<file path="src/rtl/ddc_src_arb_if.sv">
// Stream bundle shared by the four capture sources, the source arbiter and the DDC input.
interface ddc_src_arb_if;
    logic [3:0]   s_tvalid;
    logic [3:0]   s_tready;
    logic [127:0] s_tdata;
    logic [3:0]   s_tlast;
    logic         m_tvalid;
    logic         m_tready;
    logic [31:0]  m_tdata;
    logic         m_tlast;
    logic [1:0]   m_tid;

    // master: arbiter view (drives the DDC stream and the source readies)
    modport master (
        input  s_tvalid, s_tdata, s_tlast, m_tready,
        output s_tready, m_tvalid, m_tdata, m_tlast, m_tid
    );

    modport slave (
        output s_tvalid, s_tdata, s_tlast, m_tready,
        input  s_tready, m_tvalid, m_tdata, m_tlast, m_tid
    );
endinterface

</file>
<file path="src/rtl/ddc_src_arb.sv">
// Frame-granular round-robin arbiter feeding the DDC input stream from four capture sources,
// with post-reset hold-off, stalled-frame timeout and frame/error status.
module ddc_src_arb #(
    parameter int U_DLY   = 1,
    parameter int HOLDOFF = 32,
    parameter int TIMEOUT = 1024
) (
    input  logic          rst_n,
    input  logic          axis_clk,
    input  logic [3:0]    src_en,
    ddc_src_arb_if.master bus,
    output logic          busy,
    output logic [15:0]   frame_cnt,
    output logic          timeout_err,
    input  logic          err_clr
);
    localparam int HW = (HOLDOFF > 1) ? $clog2(HOLDOFF) : 1;

    if (TIMEOUT < 2 || TIMEOUT > 65535 || HOLDOFF < 1 || U_DLY < 0) begin : g_bad_param
        $error("ddc_src_arb: parameter out of range");
    end

    typedef enum logic [1:0] {ST_HOLD, ST_ARB, ST_XFER} state_t;

    state_t        r_state;
    logic [HW-1:0] r_hold_cnt;
    logic [1:0]    r_grant;
    logic [1:0]    r_last;
    logic [15:0]   r_to_cnt;
    logic [15:0]   r_frame_cnt;
    logic          r_to_err;

    logic [3:0]    w_req;
    logic [1:0]    w_next;
    logic          w_xfer;
    logic          w_hs;
    logic          w_abort;

    always_comb begin
        w_req  = src_en & bus.s_tvalid;
        w_next = r_last;
        // Scan offsets 4,3,2,1 so the nearest source after the last grant is written last.
        for (int unsigned i = 0; i < 4; i++) begin
            if (w_req[r_last + 2'(4 - i)]) begin
                w_next = r_last + 2'(4 - i);
            end
        end

        w_xfer       = (r_state == ST_XFER);
        bus.m_tvalid = w_xfer & bus.s_tvalid[r_grant];
        bus.m_tlast  = w_xfer & bus.s_tlast[r_grant];
        bus.m_tdata  = w_xfer ? bus.s_tdata[32*r_grant +: 32] : '0;
        bus.m_tid    = w_xfer ? r_grant : '0;
        bus.s_tready = '0;
        if (w_xfer) begin
            bus.s_tready[r_grant] = bus.m_tready;
        end

        w_hs        = bus.m_tvalid & bus.m_tready;
        w_abort     = w_xfer & ~w_hs & (r_to_cnt == 16'(TIMEOUT - 1));
        busy        = w_xfer;
        frame_cnt   = r_frame_cnt;
        timeout_err = r_to_err;
    end

    always_ff @(posedge axis_clk or negedge rst_n) begin
        if (!rst_n) begin
            r_state     <= ST_HOLD;
            r_hold_cnt  <= '0;
            r_grant     <= '0;
            r_last      <= 2'd3;
            r_to_cnt    <= '0;
            r_frame_cnt <= '0;
            r_to_err    <= 1'b0;
        end else begin
            case (r_state)
                ST_HOLD: begin
                    if (r_hold_cnt == HW'(HOLDOFF - 1)) begin
                        r_state <= ST_ARB;
                    end else begin
                        r_hold_cnt <= r_hold_cnt + HW'(1);
                    end
                end
                ST_ARB: begin
                    if (|w_req) begin
                        r_grant  <= w_next;
                        r_last   <= w_next;
                        r_to_cnt <= '0;
                        r_state  <= ST_XFER;
                    end
                end
                ST_XFER: begin
                    if (w_hs) begin
                        r_to_cnt <= '0;
                        if (bus.m_tlast) begin
                            r_frame_cnt <= r_frame_cnt + 16'd1;
                            r_state     <= ST_ARB;
                        end
                    end else if (w_abort) begin
                        r_state <= ST_ARB;
                    end else begin
                        r_to_cnt <= r_to_cnt + 16'd1;
                    end
                end
                default: r_state <= ST_HOLD;
            endcase

            if (w_abort) begin
                r_to_err <= 1'b1;
            end else if (err_clr) begin
                r_to_err <= 1'b0;
            end
        end
    end
endmodule
</file>
<file path="src/flat_wrapper.sv">
// flat-port wrapper written by rule: the top's interface ports become plain ports
module ddc_src_arb_flat 
#(
    parameter int U_DLY   = 1,
    parameter int HOLDOFF = 32,
    parameter int TIMEOUT = 1024
)
  (rst_n, axis_clk, src_en, busy, frame_cnt, timeout_err, err_clr, bus_s_tvalid, bus_s_tdata, bus_s_tlast, bus_m_tready, bus_s_tready, bus_m_tvalid, bus_m_tdata, bus_m_tlast, bus_m_tid);
  ddc_src_arb_if bus_i ();
  input  logic rst_n;
  input  logic axis_clk;
  input  logic [3:0] src_en;
  output logic busy;
  output logic [15:0] frame_cnt;
  output logic timeout_err;
  input  logic err_clr;
  input wire logic [$bits(bus_i.s_tvalid)-1:0] bus_s_tvalid;
  input wire logic [$bits(bus_i.s_tdata)-1:0] bus_s_tdata;
  input wire logic [$bits(bus_i.s_tlast)-1:0] bus_s_tlast;
  input wire logic [$bits(bus_i.m_tready)-1:0] bus_m_tready;
  output wire logic [$bits(bus_i.s_tready)-1:0] bus_s_tready;
  output wire logic [$bits(bus_i.m_tvalid)-1:0] bus_m_tvalid;
  output wire logic [$bits(bus_i.m_tdata)-1:0] bus_m_tdata;
  output wire logic [$bits(bus_i.m_tlast)-1:0] bus_m_tlast;
  output wire logic [$bits(bus_i.m_tid)-1:0] bus_m_tid;
  assign bus_i.s_tvalid = bus_s_tvalid;
  assign bus_i.s_tdata = bus_s_tdata;
  assign bus_i.s_tlast = bus_s_tlast;
  assign bus_i.m_tready = bus_m_tready;
  assign bus_s_tready = bus_i.s_tready;
  assign bus_m_tvalid = bus_i.m_tvalid;
  assign bus_m_tdata = bus_i.m_tdata;
  assign bus_m_tlast = bus_i.m_tlast;
  assign bus_m_tid = bus_i.m_tid;
  ddc_src_arb #(.U_DLY(U_DLY), .HOLDOFF(HOLDOFF), .TIMEOUT(TIMEOUT)) u_core (.rst_n(rst_n), .axis_clk(axis_clk), .src_en(src_en), .bus(bus_i), .busy(busy), .frame_cnt(frame_cnt), .timeout_err(timeout_err), .err_clr(err_clr));
endmodule
</file>
<file path="config.mk">
export PLATFORM = sky130hd
export DESIGN_NAME = ddc_src_arb_flat
export DESIGN_NICKNAME = d
export VERILOG_FILES = /design/src/rtl/ddc_src_arb_if.sv /design/src/rtl/ddc_src_arb.sv /design/src/flat_wrapper.sv
export SDC_FILE = /design/constraint.sdc
export NUM_CORES = 1
export LEC_CHECK = 0
export CORE_UTILIZATION = 38
export DETAILED_ROUTE_END_ITERATION = 8
export PLACE_DENSITY = 0.87
export SLEW_MARGIN = 5
export SYNTH_ARGS = -nofsm -noshare
export SYNTH_HDL_FRONTEND = slang
export SYNTH_SLANG_ARGS = --single-unit
</file>
<file path="constraint.sdc">
create_clock -name axis_clk -period 2.7 [get_ports axis_clk]
set_input_delay 0.54 -clock axis_clk [delete_from_list [all_inputs] [get_ports axis_clk]]
set_output_delay 0.54 -clock axis_clk [all_outputs]
set_load 0.05 [all_outputs]
</file>
# Word-level counts from Yosys, hierarchy flattened

Cells that the tools add are included.

Register bits: 44
Input port bits: 144
Output and inout bits: 58
Logic and storage cells: 77

$add $sub $neg: 6
$lt $le $gt $ge: 5
Eq/ne operators: 9
Shift operators: 1
Mux-type cells: 30
Bitwise gates (word level): 9
Reductions and logical operators: 10

Operators with widths:

| operator                                                                      | count |
|---|---|
| 128-bit by 8-bit indexed part select with 32-bit output                       | 1 |
| 16-bit 2-to-1 mux                                                             | 3 |
| 16-bit by 1-bit adder with 16-bit output (second input constant)              | 2 |
| 32-bit 2-to-1 mux                                                             | 1 |
| 16-bit case mux with 2 select lines                                           | 1 |
| 2-bit 2-to-1 mux                                                              | 9 |
| 16-bit by 10-bit equality test with 1-bit output (second input constant)      | 1 |
| 2-bit by 3-bit less-than comparator with 1-bit output (second input constant) | 4 |
| 1-bit binary-select mux with 2-bit select                                     | 5 |
| 4-bit AND                                                                     | 2 |
| 1-bit 2-to-1 mux                                                              | 8 |
| 2-bit case mux with 3 select lines                                            | 1 |
| 3-bit AND reduction                                                           | 2 |
| 5-bit by 1-bit adder with 5-bit output (second input constant)                | 1 |
| 1-bit AND                                                                     | 5 |
| 5-bit equality test (second input constant)                                   | 1 |
| 2-bit adder (second input constant)                                           | 2 |
| 4-bit 2-to-1 mux                                                              | 1 |
| 2-bit by 1-bit inequality test with 1-bit output (second input constant)      | 2 |
| 2-bit AND reduction                                                           | 2 |
| 4-bit AND reduction                                                           | 1 |
| 2-bit nonzero test                                                            | 2 |
| 4-bit OR reduction                                                            | 1 |
| 3-bit by 1-bit inequality test with 1-bit output (second input constant)      | 1 |
| 10 further kinds                                                              | 11 |

# Logic depth before layout (Yosys ltp)

Word-level depth: 10
Depth in mapped cells: 8
Gate-level depth less buffers: 6

# Worst setup path after synthesis

No wires, ideal clock.

Path type: register -> output
From: register u_core.r_grant[1]
To: output port bus_s_tready[0]
Arrival time: 2.021 ns
Required time: 2.160 ns
Slack: 0.139 ns
Stages on the path, launching flop included: 4
Path through: dfrtp_1 -> buf_1 -> buf_1 -> nor3b_1

Longest elaborated chain between the ends: 6

RTL lines:

| what                                                                                                                                          | RTL line           | source |
|---|---|---|
| start: declaration                                                                                                                            | ddc_src_arb.sv:27  | `logic [1:0] r_grant;` |
| start signal: assignment                                                                                                                      | ddc_src_arb.sv:86  | `r_grant <= w_next;` |
| 2-bit by 3-bit less-than comparator with 1-bit output (implied by the code) or 2-bit by 1-bit >= comparator with 1-bit output (tied branches) | ddc_src_arb.sv:56  | `bus.s_tready[r_grant] = bus.m_tready;` |
| 1-bit logical AND (implied by the code)                                                                                                       | ddc_src_arb.sv:56  |  |
| 1-bit 2-to-1 mux (implied by the code)                                                                                                        | ddc_src_arb.sv:56  |  |
| 1-bit demux with 2-bit select *                                                                                                               | n/a                |  |
| 4-bit AND (no line) *                                                                                                                         | n/a                |  |
| 4-bit 2-to-1 mux *                                                                                                                            | ddc_src_arb.sv:55  | `if (w_xfer) begin` |
| end: declaration                                                                                                                              | flat_wrapper.sv:21 | `output wire logic [$bits(bus_i.s_tready)-1:0] bus_s_tready;` |

Mark *: on every way between the ends. The rest lies on a longest branch, timed or not.

# Worst setup path in the final report

From: register u_core.r_grant[0]
To: output port bus_m_tlast

Longest elaborated chain between the ends: 3

RTL lines:

| what                                      | RTL line           | source |
|---|---|---|
| 1-bit binary-select mux with 2-bit select | ddc_src_arb.sv:51  | `bus.m_tlast = w_xfer & bus.s_tlast[r_grant];` |
| 1-bit 2-to-1 mux (implied by the code)    | ddc_src_arb.sv:51  |  |
| 1-bit AND                                 | ddc_src_arb.sv:51  |  |
| end: declaration                          | flat_wrapper.sv:24 | `output wire logic [$bits(bus_i.m_tlast)-1:0] bus_m_tlast;` |

Every way passes these cells. The select of a mux whose other input is x is not followed.

==> out/qor.csv <==
metric,value,unit
status,"complete, no violations",
worst-setup-path-type,register to primary output,
synth.distinct_cells,47,
synthCells,323,
worstPathMaxFanout,9,
hold_class,primary input to async pin,
netlist_area,3360,µm²
initial_utilization,40.1,%
area_delta_synth_final,79.3,%
die-height,96.1,µm
p_int,2440,µW
period_needed,2.59,ns
critPathRequiredTime,2.16,ns
timing.rr.end,u_core.frame_cnt[15]$_DFFE_PN0P_,
dp_cells,623,
end_kind,primary output,
skew,0.0104,ns
layout_commonest_cell,clkdlybuf4s50_1,
synth_edf_count,0,
hold_violations,0,
grt_pass1_vias,3601,
fin_cells,632,
syn_nets,471,
post-place-ws,0.0808,ns
dp_hpwl,11100,µm
num_vias,3547,
p_sw_share,41.3,%
met1_length,4750,µm
switchingPower,1720,µW
core-area,8380,µm²
grt_pass1_wl,19600,µm
finalSetupViolations,0,
rows,33,
seqCellArea,1100,µm²
met3WireLength,1270,µm
r2r_cells,6,
worst_pin_slew,0.617,ns
clk-insertion-delay-late,0.30,ns
slew_viol_final,0,
endpoint,bus_m_tlast,
clk_path_buf_depth,2,
maxCapViolCount,0,
r2r_start,u_core.r_grant[0]$_DFFE_PN0P_,
h-tree-depth,2,
route.detailed.drc,0,
dieArea,9230,µm²
power_frac_seq,22.9,%
fin_setup_tns,0,ns
synth_ff_type,dfrtp_1,
final_area,6030,µm²
mostFrequentLayoutCells,"clkdlybuf4s50_1 (159), buf_12 (44), dfrtp_1 (41), and2_1 (39), mux4_2 (34)",
period_share,96.0,%
p_leak,0.00242,µW
final.setup.worst_slack,0.109,ns
clk_pin_slew,0.09,ns
globalRouteOverflowTotal,0,
io-pin-count,202,
gr-usage-all-layers,29.3,%
port_buffers,201,
combinationalPowerShare,66.5,%
grt_max_degree,37,
crit_path_start,u_core.r_grant[0]$_DFFE_PN0P_,
cp.arrival,2.05,ns
post_cts_resized,0,
fillers,588,
via_per_inst,5.61,
multi_input_area,2130,µm²
postCtsSetupBuffers,0,
wire_per_inst,20.6,µm
cts_sinks,44,
highest_layer,met5,
cts_root_buf,clkbuf_8,
ctsHoldBuffers,0,
postRouteAntennaNets,0,
wl_met2,6770,µm
startpoint_type,register,
power.clock.fraction,10.6,%
r2r_slack,0.50,ns
fmax,386,MHz
irDropWorstVdd,832,µV
drt_iter0_markers,170,
finalNetCount,673,
ys_seq_area_share,32.8,%
placed_area,5930,µm²
cts_buffers,5,
die_x,96.1,µm
avgSynthCellArea,10.4,µm²
relSlewSlack,58.6,%
firstDrtPassIters,4,
power_density,689,nW/µm²
yosysWarnings,0,
synth-seq-cells,44,
cts_tree,done,
antenna_found_initial,7,
drive_above_1_share,20.0,%
wl,13000,µm
gp_congestion,0.878,
async_flop_share,100,%
grt_setup_unrepaired,false,
cell type report:
class,instances,share of cell area [%]
diodes,1,0.0415
clock buffers,7,1.43
clock inverters,1,0.125
inverters,9,0.560
multi-input cells,253,35.3
flip-flops and latches,44,18.3
well taps,105,2.18
repair buffers,212,42.1
metrics by stage:
| step | utilization, % | hold WS, ns | power (µW) |
|---|---|---|---|
| after floorplan | - | 0.244 | 2560 |
| final | 71.9 | 0.123 | 4160 |
| after global routing | 71.9 | 0.135 | 4380 |
| after global placement | 70.8 | 0.448 | 3680 |
| after detailed placement | 70.8 | 0.450 | 3740 |
| after CTS | 71.9 | 0.124 | 4180 |
flip-flops by register name, summed over array words and instances, names as in the netlist:
signal / cells
u_core.frame_cnt: 16
u_core.r_grant: 2
u_core.r_hold_cnt: 5
u_core.r_last: 2
u_core.r_state: 2
u_core.r_to_cnt: 16
u_core.timeout_err: 1
cells by family (layout without fill, tap and decap cells):
kind of cell    after synthesis  count (layout)  share of synthesized area, %
xor+xnor                     18              18                          4.69
fa+ha+maj                     4               4                          1.49
mux                          39              39                          24.4
buf+inv                      26             229                          3.95
flops                        44              44                          32.8
simple gates                141             141                          22.7
compound gates               51              51                          9.94
other cells                   0               1                             0
worst min-delay path by stage:
stage           from                               to  slack [ns]  cells after the start
6_report       rst_n  u_core.frame_cnt[8]$_DFFE_PN0P_        0.12                      1
5_1_grt        rst_n  u_core.frame_cnt[8]$_DFFE_PN0P_        0.14                      1
4_1_cts        rst_n  u_core.frame_cnt[8]$_DFFE_PN0P_        0.12                      1
3_5_place_dp   rst_n  u_core.frame_cnt[8]$_DFFE_PN0P_        0.45                      1
3_3_place_gp   rst_n  u_core.frame_cnt[8]$_DFFE_PN0P_        0.45                      1
2_1_floorplan  rst_n  u_core.frame_cnt[0]$_DFFE_PN0P_        0.24                      0
critical path, cell delays in order (launching register included):
cell	delay [ns]
dfrtp_2	0.51
buf_4	0.24
mux4_2	0.57
and2_1	0.25
buf_12	0.17
Yosys cell counts, types with 3 or more instances:
library cell / instances / area, µm²
o21ai_0: 10 / 50.1
inv_1: 9 / 33.8
dfrtp_1: 42 / 1050
nand3_1: 7 / 35.0
nor3_1: 16 / 80.1
xnor2_1: 7 / 61.3
nand2_1: 33 / 124
o211ai_1: 3 / 22.5
and2_1: 39 / 244
and3_1: 10 / 62.6
ha_1: 4 / 50.1
nand4_1: 7 / 43.8
mux4_2: 34 / 766
xor2_1: 11 / 96.3
buf_2: 4 / 20.0
a21o_1: 3 / 22.5
a22o_1: 4 / 35.0
clkbuf_1: 7 / 26.3
mux2_2: 4 / 45.0
nor2_1: 14 / 52.6
o31ai_1: 6 / 45.0
or4_1: 6 / 45.0
a21oi_1: 16 / 80.1
metal layers:
| layer | track usage (%) | up-vias |
|---|---|---|
| met5 | 0 | - |
| met4 | 5.72 | 8 |
| met2 | 50.2 | 153 |
| met3 | 12.7 | 21 |
| met1 | 33.9 | 1758 |
| li1 | - | 1607 |
power by group through the flow:
| stage | logic, µW | registers, µW | clock network (µW) |
|---|---|---|---|
| 4_1_cts | 2790 | 947 | 443 |
| 3_3_place_gp | 2730 | 951 | 0 |
| 6_report | 2770 | 951 | 440 |
| 5_1_grt | 2930 | 979 | 469 |
| 2_1_floorplan | 1610 | 949 | 0 |
| 3_5_place_dp | 2780 | 958 | 0 |
Power figures use the tool's default switching activity.
